### src/rtl/sparc_ifu_sscan_hist.sv
// sparc_ifu_sscan_hist: snapshot history buffer with periodic capture and JTAG readout
`ifndef CORE_JTAG_BUS_WIDTH
`define CORE_JTAG_BUS_WIDTH 64
`endif
`ifndef JTAG_CORE_ID_WIDTH
`define JTAG_CORE_ID_WIDTH 3
`endif
`ifndef JTAG_CORE_ID_IFU_SSCAN
`define JTAG_CORE_ID_IFU_SSCAN 5
`endif
module sparc_ifu_sscan_hist #(
  parameter int DATA_W  = 94,
  parameter int BUS_W   = `CORE_JTAG_BUS_WIDTH,
  parameter int DEPTH   = 4,
  parameter int CORE_ID = `JTAG_CORE_ID_IFU_SSCAN
) (
  input  logic                           rclk,
  input  logic                           arst_l,
  input  logic [DATA_W-1:0]              sscan_data,
  input  logic                           rtap_core_val,
  input  logic [`JTAG_CORE_ID_WIDTH-1:0] rtap_core_id,
  input  logic [BUS_W-1:0]               rtap_core_data,
  output logic                           core_rtap_val,
  output logic [BUS_W-1:0]               core_rtap_data
);
  localparam int IW = `JTAG_CORE_ID_WIDTH;
  localparam int PW = $clog2(DEPTH);
  localparam int CW = PW + 1;
  localparam int NB = (DATA_W + BUS_W - 1) / BUS_W;
  localparam int SW = NB * BUS_W;
  localparam int BW = $clog2(NB + 1);
  typedef enum logic [1:0] {IDLE, HDR, DATA} st_t;
  st_t st_q, st_d;
  logic [DATA_W-1:0] mem_q [DEPTH];
  logic [PW-1:0] wp_q, wp_d, rp_q, rp_d;
  logic [CW-1:0] cnt_q, cnt_d;
  logic ovf_q, ovf_d, armed_q, armed_d;
  logic [15:0] ival_q, ival_d, icnt_q, icnt_d;
  logic [9:0] hdr_q, hdr_d;
  logic [SW-1:0] sh_q, sh_d;
  logic [BW-1:0] bt_q, bt_d;
  logic acc, fire, push, rd, clr, arm, pop, full;
  logic [3:0] opc;
  logic [15:0] ivl_in;
  assign acc    = rtap_core_val && rtap_core_id == IW'(CORE_ID);
  assign opc    = rtap_core_data[3:0];
  assign ivl_in = rtap_core_data[31:16];
  assign fire   = armed_q && icnt_q == ival_q - 16'd1;
  assign push   = fire || (acc && opc == 4'd0);
  assign rd     = acc && opc == 4'd1 && st_q == IDLE;
  assign clr    = acc && opc == 4'd2 && st_q == IDLE;
  assign arm    = acc && opc == 4'd3;
  assign pop    = rd && cnt_q != '0;
  assign full   = cnt_q == CW'(DEPTH);
  assign core_rtap_val  = st_q != IDLE;
  assign core_rtap_data = st_q == HDR ? BUS_W'(hdr_q) : st_q == DATA ? sh_q[BUS_W-1:0] : '0;
  // Next state for buffer bookkeeping, periodic capture timer and readout FSM
  always_comb begin
    st_d    = st_q;
    wp_d    = wp_q;
    rp_d    = rp_q;
    cnt_d   = cnt_q;
    ovf_d   = ovf_q;
    armed_d = armed_q;
    ival_d  = ival_q;
    icnt_d  = icnt_q;
    hdr_d   = hdr_q;
    sh_d    = sh_q;
    bt_d    = bt_q;
    if (clr) begin
      wp_d  = '0;
      rp_d  = '0;
      cnt_d = '0;
      ovf_d = 1'b0;
    end else if (push) begin
      wp_d = wp_q + PW'(1);
      if (pop || full) rp_d = rp_q + PW'(1);
      if (!pop && full) ovf_d = 1'b1;
      if (!pop && !full) cnt_d = cnt_q + CW'(1);
    end else if (pop) begin
      rp_d  = rp_q + PW'(1);
      cnt_d = cnt_q - CW'(1);
      if (cnt_q == CW'(1)) ovf_d = 1'b0;
    end
    if (arm) begin
      armed_d = ivl_in != 16'd0;
      ival_d  = ivl_in;
      icnt_d  = '0;
    end else if (armed_q) begin
      icnt_d = fire ? 16'd0 : icnt_q + 16'd1;
    end
    case (st_q)
      IDLE: if (rd) begin
        st_d  = HDR;
        hdr_d = {cnt_q == '0, ovf_q, 8'(cnt_q)};
        sh_d  = SW'(mem_q[rp_q]);
      end
      HDR: begin
        st_d = hdr_q[9] ? IDLE : DATA;
        bt_d = '0;
      end
      DATA: begin
        sh_d = sh_q >> BUS_W;
        bt_d = bt_q + BW'(1);
        st_d = bt_q == BW'(NB - 1) ? IDLE : DATA;
      end
      default: st_d = IDLE;
    endcase
  end
  // Control state with asynchronous reset
  always_ff @(posedge rclk or negedge arst_l) begin
    if (!arst_l) begin
      st_q    <= IDLE;
      wp_q    <= '0;
      rp_q    <= '0;
      cnt_q   <= '0;
      ovf_q   <= 1'b0;
      armed_q <= 1'b0;
      ival_q  <= '0;
      icnt_q  <= '0;
      hdr_q   <= '0;
      sh_q    <= '0;
      bt_q    <= '0;
    end else begin
      st_q    <= st_d;
      wp_q    <= wp_d;
      rp_q    <= rp_d;
      cnt_q   <= cnt_d;
      ovf_q   <= ovf_d;
      armed_q <= armed_d;
      ival_q  <= ival_d;
      icnt_q  <= icnt_d;
      hdr_q   <= hdr_d;
      sh_q    <= sh_d;
      bt_q    <= bt_d;
    end
  end
  // Snapshot storage, no reset needed since count gates every read
  always_ff @(posedge rclk) begin
    if (push && !clr) mem_q[wp_q] <= sscan_data;
  end
endmodule
### config.mk
export PLATFORM = sky130hd
export DESIGN_NAME = sparc_ifu_sscan_hist
export DESIGN_NICKNAME = d
export VERILOG_FILES = /design/src/rtl/sparc_ifu_sscan_hist.sv
export SDC_FILE = /design/constraint.sdc
export NUM_CORES = 1
export LEC_CHECK = 0
export CAP_MARGIN = 25
export CORE_ASPECT_RATIO = 0.5
export CORE_MARGIN = 2
export CORE_UTILIZATION = 45
export CTS_BUF_LIST = sky130_fd_sc_hd__clkbuf_16
export CTS_CLUSTER_SIZE = 25
export DETAILED_ROUTE_END_ITERATION = 8
export GPL_TIMING_DRIVEN = 1
export PLACE_DENSITY = 0.69
export SLEW_MARGIN = 10
export SYNTH_ARGS = -nofsm -noshare
export SYNTH_HDL_FRONTEND = slang
export SYNTH_SLANG_ARGS = --single-unit
### constraint.sdc
create_clock -name rclk -period 4.91 [get_ports rclk]
set_input_delay 0.491 -clock rclk [delete_from_list [all_inputs] [get_ports rclk]]
set_output_delay 0.491 -clock rclk [all_outputs]
set_load 0.03 [all_outputs]
; After elaboration in Yosys (flattened, before gate mapping)
; Memory sizes are Yosys's and may differ from the RTL's.
; Index checks and enable logic that the tools add are counted.
[op_classes]
n_addsub = 7
mul = 0
n_div = 0
magnitude_cmp = 0
n_eq_ne = 14
n_shift = 0
muxes = 29
bitwise_logic = 0
n_reduce_logical = 34
[ops]
columns = op, n
row1 = $pmux W128 S2, 1
row2 = $mux W128, 1
row3 = $mux W64, 2
row4 = $mux W16, 3
row5 = $mux W2, 9
row6 = $add A16 B1 Y16 const B, 1
row7 = $eq A16 B16 Y1, 1
row8 = $reduce_bool A16 Y1, 1
row9 = $sub A16 B1 Y16 const B, 1
row10 = $logic_and A1 B1 Y1, 12
row11 = $mux W3, 4
row12 = $reduce_bool A2 Y1, 5
row13 = $ne A3 B1 Y1 const B, 3
row14 = $reduce_bool A3 Y1, 3
row15 = $eq A4 B2 Y1 const B, 2
row16 = $reduce_and A2 Y1, 4
row17 = $mux W1, 7
row18 = $add A2 B1 Y2 const B, 3
row19 = $eq A3 B3 Y1 const B, 2
row20 = $pmux W2 S3, 1
row21 = $eq A2 B1 Y1 const B, 2
row22 = $eq A4 B1 Y1 const B, 1
row23 = $logic_not A4 Y1, 1
row24 = $pmux W2 S2, 1
row25 = 10 further kinds, 13
[word_totals]
regBits = 178
latch_bits = 0
ramBits = 376
romBits = 0
inputBits = 164
output_inout_bits = 65
word_cells = 96
n_memories = 1
[memory_table]
columns = name, depth, word_bits, read_ports, rd_clocked_by_memory_dff, wr, line_no
row1 = mem_q, 4, 94, 1, 0, 1, 34  ; logic [DATA_W-1:0] mem_q [DEPTH];

; Longest topological paths before layout
; Gate-level depths: netlist (run 1).
[depth]
ltp_word = 10
ltp_mapped = 13
depth_no_buf = 11

; Worst setup path before layout (run 1)
; Ideal clock, no wire load.
[synth_path]
path_kind = register -> register
start = register ival_q[8]
end = memory mem_q[0][0], enable pin
setup_time_ps = 464
arrival_time_ps = 4306
required_ps = 4446
setup_slack_ps = 140
path_stages_with_launch = 8
path_buffers = 0
period_less_slack_ps = 4770
path_cell_list = dfrtp_1 or4_1 or4_1 a31oi_1 nor2_1 nor2_1 a41o_1 and2_1
[synth_via]
elab_chain_cells = 7
[synth_lines]
columns = element, line_no
row1 = from (decl), 38  ; logic [15:0] ival_q, ival_d, icnt_q, icnt_d;
row2 = from (signal assigned), 131  ; ival_q <= ival_d;
row3 = $sub A16 B1 Y16, 48  ; assign fire = armed_q && icnt_q == ival_q - 16'd1;
row4 = $eq A16 B16 Y1, 48
row5 = $logic_and A1 B1 Y1, 48
row6 = $logic_or A1 B1 Y1, 49  ; assign push = fire || (acc && opc == 4'd0);
row7 = $logic_and A1 B1 Y1, 140  ; if (push && !clr) mem_q[wp_q] <= sscan_data;
row8 = $mux W1, 140
row9 = $mux W1 (not written as such), 140
row10 = to (decl), 34
; No other way between the ends.

; Worst setup path after layout (run 1)
[layout_path]
start = register st_q[0]
end = output core_rtap_data[12]
[layout_via]
elab_chain_cells = 3
elab_cells_between_ends = 4
cone_classes = eq/ne (2) / mux (2)
[layout_lines]
columns = element, line_no
row1 = from (decl), 33  ; st_t st_q, st_d;
row2 = from (signal assigned), 125  ; st_q <= st_d;
row3 = $eq A2 B2 Y1, 56  ; assign core_rtap_data = st_q == HDR ? BUS_W'(hdr_q) : st_q == DATA ? sh_q[BUS_W-1:0] : '0;
row4 = $mux W64, 56
row5 = $mux W64 *, 56
row6 = to (decl), 24  ; output logic [BUS_W-1:0] core_rtap_data
; Every way passes the cells marked *; elsewhere a longest branch is shown, timed or not.

==> impl_metrics.env, run 1 <==
export IMPL_ys_top_cells_by_area="edfxtp_1 (54%), dfrtp_1 (17%), mux4_2 (10%), a22o_1 (2.9%), and2_1 (1.9%)"
export IMPL_hp_class="register to register"
export IMPL_cp_end_kind="output pin"
export IMPL_cp_start_kind="register"
export IMPL_cp_arrival_ps=3790
export IMPL_die_h_um=155.7
export IMPL_first_global_vias=11690
export IMPL_synth_ff_type="edfxtp_1"
export IMPL_n_fill_cell=3444
export IMPL_setup_slack_ps=630.9
export IMPL_min_period_ps=4279
export IMPL_wl_um=43420
export IMPL_multiInputGateArea_mm2=0.005559
export IMPL_worst_ep_required_time_ps=4420
export IMPL_max_freq_mhz=233.7
export IMPL_numCtsBuffers=47
export IMPL_rsz0062_at_grt="no"
export IMPL_grt_overflow_total=0
export IMPL_drc=0
export IMPL_slew_limit_headroom_pct=32.92
export IMPL_htreeDepth=2
export IMPL_die_w_um=307.5
export IMPL_ys_seq_area_share_pct=71.88
export IMPL_regArea_mm2=0.01490
export IMPL_hold_viol=0
export IMPL_dp_worst_setup_slack_ps=1099
export IMPL_report_final_slew_viol_count=0
export IMPL_yosysWarningCount=0
export IMPL_drt_pass1_iter_count=5
export IMPL_synth_top_area_share_pct=54.49
export IMPL_drive_above_1_share_pct=15.86
export IMPL_fin_setup_tns_ps=0
export IMPL_synth_seq_cells=520
export IMPL_clk_path_buf_depth=3
export IMPL_netlist_area_mm2=0.02072
export IMPL_holdBufCountCts=1
export IMPL_setup_violations=0
export IMPL_powerDensity_mw_per_mm2=394.6
export IMPL_placementRows=55
export IMPL_root_buffer="clkbuf_16"
export IMPL_viasPerCell=5.537
export IMPL_synth_nets=1355
export IMPL_insertion_delay_ps=580
export IMPL_cap_violations=0
export IMPL_ctsResizeCount=0
export IMPL_peakVddDrop_uv=273.1
export IMPL_coreArea_mm2=0.04535
export IMPL_vias=11110
export IMPL_clkTransAtPathRegs_ps=60
export IMPL_avgSynthCellArea_um2=17.63
export IMPL_grtUsageTotal_pct=18.16
export IMPL_fin_skew_ps=19.11
export IMPL_grt_max_degree=86
export IMPL_area_growth_pct=19.84
export IMPL_leakagePower_nw=8.939
export IMPL_top_level_ports=229
export IMPL_grt_first_pass_wirelength_um=66850
export IMPL_synth_edf_count=376
export IMPL_antenna_found_initial=2
export IMPL_drt_iter0_markers=740
export IMPL_synth_most_common_cell="edfxtp_1"
export IMPL_postSynth_asyncResetShare_pct=27.69
export IMPL_netlist_top_cells_count="edfxtp_1 (376), dfrtp_1 (144), mux4_2 (94)"
export IMPL_critPathMaxFanout=24
export IMPL_clock_sinks=520
export IMPL_cts_tree="built"
export IMPL_gp_congestion=0.8318
export IMPL_dieArea_mm2=0.04788
export IMPL_status="complete, no violations"
export IMPL_fin_crit_sh_pct=87.15
export IMPL_wl_per_cell_um=21.65
export IMPL_post_cts_buffers=0
export IMPL_initial_utilization_pct=45.69
export IMPL_worst_setup_path_type="register to output pin"
export IMPL_worst_slew_pin_slew_ps=1006
export IMPL_portBuffers=184
export IMPL_synthCells=1175
export IMPL_final_nets=1551
export IMPL_ant_nets=0
export IMPL_dpl_hpwl_um=26390
export IMPL_ys_types=58
export IMPL_yosys_area_top_type="edfxtp_1"
[worst paths after layout]
check / slack, ps / cells past startpoint / to / start
min reg2reg: 470 / 2 / sh_q[11]$_DFFE_PN0P_ / sh_q[11]$_DFFE_PN0P_
min in group asynchronous: 500 / 2 / ival_q[9]$_DFFE_PN0P_ / arst_l
max in group asynchronous: 3180 / 3 / sh_q[87]$_DFFE_PN0P_ / arst_l
max reg2reg: 1090 / 10 / mem_q[3][24]$_DFFE_PP_ / ival_q[0]$_DFFE_PN0P_
max: 630 / 6 / core_rtap_data[12] / st_q[0]$_DFFE_PN0P_
min: 470 / 2 / sh_q[11]$_DFFE_PN0P_ / sh_q[11]$_DFFE_PN0P_
[sequential cells by signal, summed over array words and instances (netlist names)]
signal,count
ovf_q,1
rp_q,2
ival_q,16
mem_q,376
icnt_q,16
hdr_q,5
armed_q,1
wp_q,2
cnt_q,3
st_q,2
sh_q,94
bt_q,2
[cell families (layout without fill, tap and decap cells)]
group | Yosys count | after routing | synth area share [%]
simple gates | 222 | 222 | 6.111
mux | 145 | 145 | 12.80
fa+ha+maj | 16 | 16 | 0.9661
flops | 520 | 520 | 71.88
other cells | 0 | 2 | 0
buf+inv | 80 | 311 | 1.479
compound gates | 169 | 169 | 5.797
xor+xnor | 23 | 23 | 0.9722
[metal layers]
metal | wire length (um) | share of wire [%] | vias to the layer above | GRT usage [%]
met1 | 17700 | 41 | 5850 | 22.64
met5 | 0 | 0 | - | 0
li1 | - | - | 4991 | -
met2 | 23180 | 53 | 203 | 32.94
met4 | 892 | 2.1 | 0 | 4.762
met3 | 1651 | 3.8 | 63 | 3.233
[final cells by class]
class | count | share of cell area (%)
diodes | 2 | 0.02016
well taps | 598 | 3.013
clock buffers | 48 | 4.837
inverters | 17 | 0.2570
multi-input cells | 575 | 22.39
repair buffers | 210 | 8.631
flip-flops and latches | 520 | 60.01
clock inverters | 36 | 0.8415
[worst max-delay path, cell delays in order, from the launching register on]
cell             delay, ps
dfrtp_1                410
inv_1                  150
ha_2                   700
nor2b_4                630
buf_4                  380
and2_1                 240
clkdlybuf4s50_1        690
[through the flow]
| stage | power (mW) | hold slack (ps) | area, um^2 | util [%] | std cells |
|---|---|---|---|---|---|
| final | 9.799 | 473.3 | 24830 | 54.76 | 2006 |
| after CTS | 9.869 | 475.7 | 24800 | 54.68 | 2003 |
| after global placement | 6.440 | 455.3 | 23340 | 51.47 | 1916 |
| after floorplan | 5.939 | 195.4 | 20720 | - | 1175 |
| after detailed placement | 6.500 | 461.5 | 23380 | 51.55 | 1918 |
| after global routing | 10.19 | 504.6 | 24830 | 54.76 | 2006 |
[report_power, final]
part / internal [mW] / switching [mW] / total (mW)
sequential: 4.89 / 0.149 / 5.04
clock: 1.83 / 1.56 / 3.39
combinational: 0.581 / 0.790 / 1.37
[placed cells by master (no fill, tap or decap), types with 7 or more instances in the layout]
cell type        instances
clkdlybuf4s50_1        183
o21ai_0                 67
nand3_1                  9
nor2_1                  24
mux2i_1                 32
nor3_1                   7
nand2_1                 54
a22o_1                  69
clkbuf_16               48
and3_1                  11
ha_1                    15
clkinv_1                 7
and2_1                  60
nand2b_1                 9
nor4_1                   7
edfxtp_1               376
buf_4                   18
xnor2_1                 20
inv_1                   39
mux2_2                  19
dfrtp_1                142
nand4_1                  7
mux4_2                  94
No activity file was read; power rests on OpenSTA's default activity.
==> run 2, diff against run 1 <==
--- a/config.mk
+++ b/config.mk
@@ -12,8 +12,9 @@
 export CTS_BUF_LIST = sky130_fd_sc_hd__clkbuf_16
 export CTS_CLUSTER_SIZE = 25
 export DETAILED_ROUTE_END_ITERATION = 8
-export GPL_TIMING_DRIVEN = 1
+export GPL_TIMING_DRIVEN = 0
 export PLACE_DENSITY = 0.69
+export SKIP_CTS_REPAIR_TIMING = 1
 export SLEW_MARGIN = 10
 export SYNTH_ARGS = -nofsm -noshare
 export SYNTH_HDL_FRONTEND = slang
==> run 2 against run 1 <==
Flip-flop and latch count stayed put. Setup slack worse by 120 ps. Wire length is 3.0% higher. Global-route usage is 0.57 points higher. Highest routed layer is now met5. Hold slack worse by 63 ps. Maximum frequency is 2.8% lower. Non-clock buffer count is 50 higher. Design area is 1.2% higher. Largest cell class unchanged. Sequential power hardly changed. Clock power is 6.8% higher. Die area stayed put.
==> impl_metrics.env, run 2 (synthesized netlist as in run 1, its figures left out) <==
export IMPL_die_h_um=155.7
export IMPL_max_stage_delay_ps=740
export IMPL_numCtsBuffers=46
export IMPL_ant_nets=0
export IMPL_max_freq_mhz=227.2
export IMPL_cp_start_kind="register"
export IMPL_hold_ws_ps=410.3
export IMPL_area_growth_pct=21.24
export IMPL_initial_utilization_pct=45.69
export IMPL_root_buffer="clkbuf_16"
export IMPL_cp_arrival_ps=3910
export IMPL_cp_end_kind="output pin"
export IMPL_clock_sinks=520
export IMPL_setup_violations=0
export IMPL_powerDensity_mw_per_mm2=400.6
export IMPL_seq_power_share_pct=49.9
export IMPL_cap_violations=0
export IMPL_peakVddDrop_uv=245.2
export IMPL_top_level_ports=229
export IMPL_total_power_mw=10.06
export IMPL_portBuffers=184
export IMPL_coreArea_mm2=0.04535
export IMPL_drt_iter0_markers=752
export IMPL_regMostFlops="mem_q"
export IMPL_final_nets=1600
export IMPL_insertion_delay_ps=570
export IMPL_vias=11210
export IMPL_largest_register_ffs=376
export IMPL_utilization_pct=55.40
export IMPL_htreeDepth=2
export IMPL_crit_top_cell="clkbuf_1"
export IMPL_wl_um=44720
export IMPL_crit_slowest_cell="clkdlybuf4s50_1"
export IMPL_viasPerCell=5.452
export IMPL_min_period_ps=4402
export IMPL_gp_congestion=0.8384
export IMPL_worst_slew_pin_slew_ps=903.0
export IMPL_dpl_hpwl_um=29490
export IMPL_grt_overflow_total=0
export IMPL_reg_largest_list="mem_q (376), sh_q (94)"
export IMPL_combPwrFrac_pct=14.1
export IMPL_hp_class="input port to asynchronous set/reset pin"
export IMPL_mostFrequentLayoutCell="edfxtp_1"
export IMPL_critPathMaxFanout=10
export IMPL_drive_above_1_share_pct=15.17
export IMPL_report_final_slew_viol_count=0
export IMPL_internal_power_mw=7.502
export IMPL_worst_setup_path_type="register to output pin"
export IMPL_critPathBufInv=5
export IMPL_clkTransAtPathRegs_ps=70
export IMPL_layout_common_cells="edfxtp_1 (376), clkdlybuf4s50_1 (183), dfrtp_1 (144)"
export IMPL_swShare_pct=25.45
export IMPL_cts_tree="built"
export IMPL_status="complete, no violations"
export IMPL_switchingPower_mw=2.562
export IMPL_placed_cells=1967
export IMPL_drt_pass1_iter_count=5
export IMPL_clk_path_buf_depth=3
export IMPL_die_w_um=307.5
export IMPL_placementRows=55
export IMPL_drc=0
export IMPL_rsz0062_at_grt="no"
export IMPL_grt_max_degree=101
export IMPL_first_global_vias=11820
export IMPL_hold_viol=0
export IMPL_cp_cell_sequence="inv_1 > ha_1 > clkbuf_1 > nor2b_1 > clkbuf_1 > clkbuf_1 > and2_1 > clkdlybuf4s50_1"
export IMPL_dpl_cell_area_mm2=0.02357
export IMPL_antenna_found_initial=2
export IMPL_fin_skew_ps=22.78
export IMPL_stdcell_area_mm2=0.02512
export IMPL_critPathTopFamily="buffers and inverters"
export IMPL_leakagePower_nw=8.981
export IMPL_dieArea_mm2=0.04788
export IMPL_slew_limit_headroom_pct=39.80
export IMPL_finalNonFillerCells=2056
export IMPL_grtUsageTotal_pct=18.73
export IMPL_grt_first_pass_wirelength_um=68660
export IMPL_worst_ep_required_time_ps=4420
export IMPL_wl_per_cell_um=21.75
export IMPL_p_clk_share_pct=36.0
export IMPL_fin_crit_sh_pct=89.65
run 2: cell count changes in the layout (fill, tap and decap cells not counted), sizes merged:
| cell | previous run | this run |
|---|---|---|
| buf | 26 | 27 |
| bufinv | 1 | 6 |
| inv | 40 | 29 |
| diode | 2 | 1 |
| clkinvlp | 0 | 3 |
| clkinv | 12 | 18 |
| clkbuf | 48 | 95 |
run 2: worst paths after layout:
check	startpoint	endpoint	slack, ps	cells after the start
setup / recovery	st_q[0]$_DFFE_PN0P_	core_rtap_data[52]	510	8
hold / removal	arst_l	ival_q[2]$_DFFE_PN0P_	410	2
setup reg to reg	ival_q[0]$_DFFE_PN0P_	mem_q[3][41]$_DFFE_PP_	930	11
hold reg to reg	sh_q[8]$_DFFE_PN0P_	sh_q[8]$_DFFE_PN0P_	480	2
max in group asynchronous	arst_l	sh_q[38]$_DFFE_PN0P_	3600	3
min in group rclk	sh_q[8]$_DFFE_PN0P_	sh_q[8]$_DFFE_PN0P_	480	2
run 2: final cells by class:
| type | instances | area, um^2 |
|---|---|---|
| inverters | 17 | 63.81 |
| repair buffers | 197 | 2127 |
| clock inverters | 39 | 359.1 |
| plain buffers | 63 | 242.7 |
| diodes | 1 | 2.502 |
| flip-flops and latches | 520 | 14890 |
| fillers | 3435 | 20230 |
| clock buffers | 46 | 1151 |
| well taps | 598 | 748.2 |
| multi-input cells | 575 | 5534 |
run 2: stage by stage:
step                setup TNS [ps]  setup slack, ps
floorplan                        0            139.8
global route                     0            239.3
global placement          -1222320            -2921
detailed placement               0            862.8
CTS                              0            366.9
finish                           0            508.1
run 2: metal layers:
layer  routed length, um  global-route usage [%]
met5                  12                       0
met4                 582                   3.717
met3                1889                   3.246
met2               23980                   34.21
met1               18250                   23.68
run 2: power by group through the flow:
stage          Combinational [mW]  Clock (mW)  Sequential [mW]
2_1_floorplan               0.878           0             5.06
3_3_place_gp                 1.36           0             5.10
3_5_place_dp                 1.43           0             5.11
4_1_cts                      1.44        3.69             5.02
5_1_grt                      1.56        3.86             5.04
6_report                     1.42        3.62             5.02
==> run 3, diff against run 2 <==
--- a/config.mk
+++ b/config.mk
@@ -12,10 +12,11 @@
 export CTS_BUF_LIST = sky130_fd_sc_hd__clkbuf_16
 export CTS_CLUSTER_SIZE = 25
 export DETAILED_ROUTE_END_ITERATION = 8
+export GPL_ROUTABILITY_DRIVEN = 0
 export GPL_TIMING_DRIVEN = 0
 export PLACE_DENSITY = 0.69
 export SKIP_CTS_REPAIR_TIMING = 1
-export SLEW_MARGIN = 10
+export SLEW_MARGIN = 25
 export SYNTH_ARGS = -nofsm -noshare
 export SYNTH_HDL_FRONTEND = slang
 export SYNTH_SLANG_ARGS = --single-unit
==> run 3 against run 2 <==
Sequential share of layout area rose by 0.49 points. Critical path depth did not move. Sequential power barely moved. Register-to-register slack got worse by 100 ps. Combinational power barely moved. Clock power fell by 9.1%. Die area did not move. Wire length rose by 0.67%. Utilization fell by 0.45 points. Highest routed layer unchanged. Via count fell by 0.36%. Final cell count fell by 0.19%.
==> impl_metrics.env, run 3 (synthesized netlist as in run 1, its figures left out) <==
export IMPL_status="complete, no violations"
export IMPL_cp_arrival_ps=3920
export IMPL_dp_worst_setup_slack_ps=835.9
export IMPL_placementRows=55
export IMPL_fin_crit_sh_pct=89.81
export IMPL_clk_path_buf_depth=3
export IMPL_hp_class="input port to asynchronous set/reset pin"
export IMPL_clkTransAtPathRegs_ps=60
export IMPL_worst_slew_pin_slew_ps=908.6
export IMPL_drt_iter0_markers=756
export IMPL_reg_largest_list="mem_q (376), sh_q (94)"
export IMPL_report_final_slew_viol_count=0
export IMPL_cap_violations=0
export IMPL_viasPerCell=5.443
export IMPL_wl_per_cell_um=21.94
export IMPL_cts_tree="built"
export IMPL_antenna_found_initial=2
export IMPL_peakVddDrop_uv=240.9
export IMPL_timing_rr_end="mem_q[3][40]$_DFFE_PP_"
export IMPL_grt_max_degree=84
export IMPL_area_growth_pct=20.25
export IMPL_dpl_hpwl_um=29550
export IMPL_switchingPower_mw=2.537
export IMPL_drive_above_1_share_pct=14.46
export IMPL_drt_pass1_iter_count=5
export IMPL_clock_sinks=520
export IMPL_initial_utilization_pct=45.69
export IMPL_grt_first_pass_wirelength_um=69100
export IMPL_worst_setup_path_type="register to output pin"
export IMPL_root_buffer="clkbuf_16"
export IMPL_final_nets=1596
export IMPL_swShare_pct=26.06
export IMPL_cp_start_kind="register"
export IMPL_drc=0
export IMPL_htreeDepth=2
export IMPL_grtUsageTotal_pct=18.94
export IMPL_coreArea_mm2=0.04535
export IMPL_insertion_delay_ps=580
export IMPL_slew_limit_headroom_pct=39.43
export IMPL_r2r_slack_ps=830
export IMPL_worst_ep_required_time_ps=4420
export IMPL_internal_power_mw=7.197
export IMPL_seq_power_share_pct=51.6
export IMPL_wl_um=45020
export IMPL_rsz0062_at_grt="no"
export IMPL_die_h_um=155.7
export IMPL_fin_skew_ps=33.46
export IMPL_fin_setup_tns_ps=0
export IMPL_min_period_ps=4410
export IMPL_total_power_mw=9.734
export IMPL_hold_viol=0
export IMPL_timing_rr_start="ival_q[0]$_DFFE_PN0P_"
export IMPL_ff2ff_path_depth=11
export IMPL_die_w_um=307.5
export IMPL_max_freq_mhz=226.8
export IMPL_combPwrFrac_pct=14.6
export IMPL_critPathMaxFanout=10
export IMPL_grt_overflow_total=0
export IMPL_portBuffers=184
export IMPL_n_fill_cell=3501
export IMPL_regMostFlops="mem_q"
export IMPL_powerDensity_mw_per_mm2=390.6
export IMPL_top_level_ports=229
export IMPL_setup_slack_ps=500.2
export IMPL_mostFrequentLayoutCell="edfxtp_1"
export IMPL_leakagePower_nw=8.905
export IMPL_dieArea_mm2=0.04788
export IMPL_vias=11170
export IMPL_p_clk_share_pct=33.8
export IMPL_largest_register_ffs=376
export IMPL_numCtsBuffers=45
export IMPL_first_global_vias=11800
export IMPL_setup_violations=0
export IMPL_layout_common_cells="edfxtp_1 (376), clkdlybuf4s50_1 (183), dfrtp_1 (144)"
export IMPL_ant_nets=0
export IMPL_cp_end_kind="output pin"
==> run 3: cell count changes in the layout (fill, tap and decap cells not counted), moves of 2 or more <==
cell / delta
clkinvlp_4: -3
clkbuf_2: +3
clkinv_1: +6
buf_16: -2
bufinv_16: -5
inv_1: +4
buf_6: -2
buf_1: -3
buf_12: +2
clkinv_2: -3
==> run 3: stage by stage <==
step | instance area [um^2] | hold slack [ps] | util, % | std cells
after floorplan | 20720 | 195.4 | - | 1175
after global placement | 23310 | 461.1 | 51.40 | 1957
after detailed placement | 23550 | 464.2 | 51.93 | 1966
after CTS | 24900 | -130.7 | 54.90 | 2049
after global routing | 24920 | 499.0 | 54.94 | 2051
final | 24920 | 471.8 | 54.95 | 2052
==> run 3: power by group through the flow <==
stage	registers (mW)	logic, mW	clock network (mW)
2_1_floorplan	5.06	0.878	0
3_3_place_gp	5.10	1.36	0
3_5_place_dp	5.11	1.43	0
4_1_cts	5.02	1.43	3.36
5_1_grt	5.04	1.55	3.54
6_report	5.02	1.42	3.29
==> run 3: per-layer routing <==
layer	part of all wire, %	vias to the layer above	wire length (um)	global-route usage, %
met5	0.029	-	13	0
met4	1.8	2	797	4.506
met3	4.2	58	1882	3.111
met2	53	222	23960	34.15
met1	41	5798	18360	24.17
li1	-	5089	-	-
==> run 3: critical path, stage by stage (launching register included) <==
cell and delay, ps:
dfrtp_1 410, inv_1 130, ha_1 160, clkbuf_1 480
nor2b_1 200, clkbuf_1 650, clkbuf_1 390, and2_1 190
clkdlybuf4s50_1 730
==> run 3: cell type report <==
| type | count | area (um^2) | area share, % |
|---|---|---|---|
| Timing Repair Buffer | 194 | 2074 | 8.325 |
| Tap cell | 598 | 748.2 | 3.003 |
| Antenna cell | 2 | 5.005 | 0.02009 |
| Multi-Input combinational cell | 575 | 5537 | 22.22 |
| Sequential cell | 520 | 14890 | 59.77 |
| Inverter | 17 | 63.81 | 0.2561 |
| Clock inverter | 38 | 222.7 | 0.8938 |
| Clock buffer | 45 | 1126 | 4.519 |
| Buffer | 63 | 246.5 | 0.9892 |
==> run 3: how the worst max path moves through the flow <==
stage                           from  slack [ps]  cells past startpoint                      to
2_1_floorplan  ival_q[8]$_DFFE_PN0P_         140                      7   mem_q[0][0]$_DFFE_PP_
4_1_cts          st_q[0]$_DFFE_PN0P_         410                      8      core_rtap_data[50]
3_5_place_dp   ival_q[0]$_DFFE_PN0P_         840                     11  mem_q[3][41]$_DFFE_PP_
6_report         st_q[0]$_DFFE_PN0P_         500                      8      core_rtap_data[50]
3_3_place_gp                  arst_l       -2920                      1    sh_q[35]$_DFFE_PN0P_
5_1_grt          st_q[0]$_DFFE_PN0P_         230                      8      core_rtap_data[51]
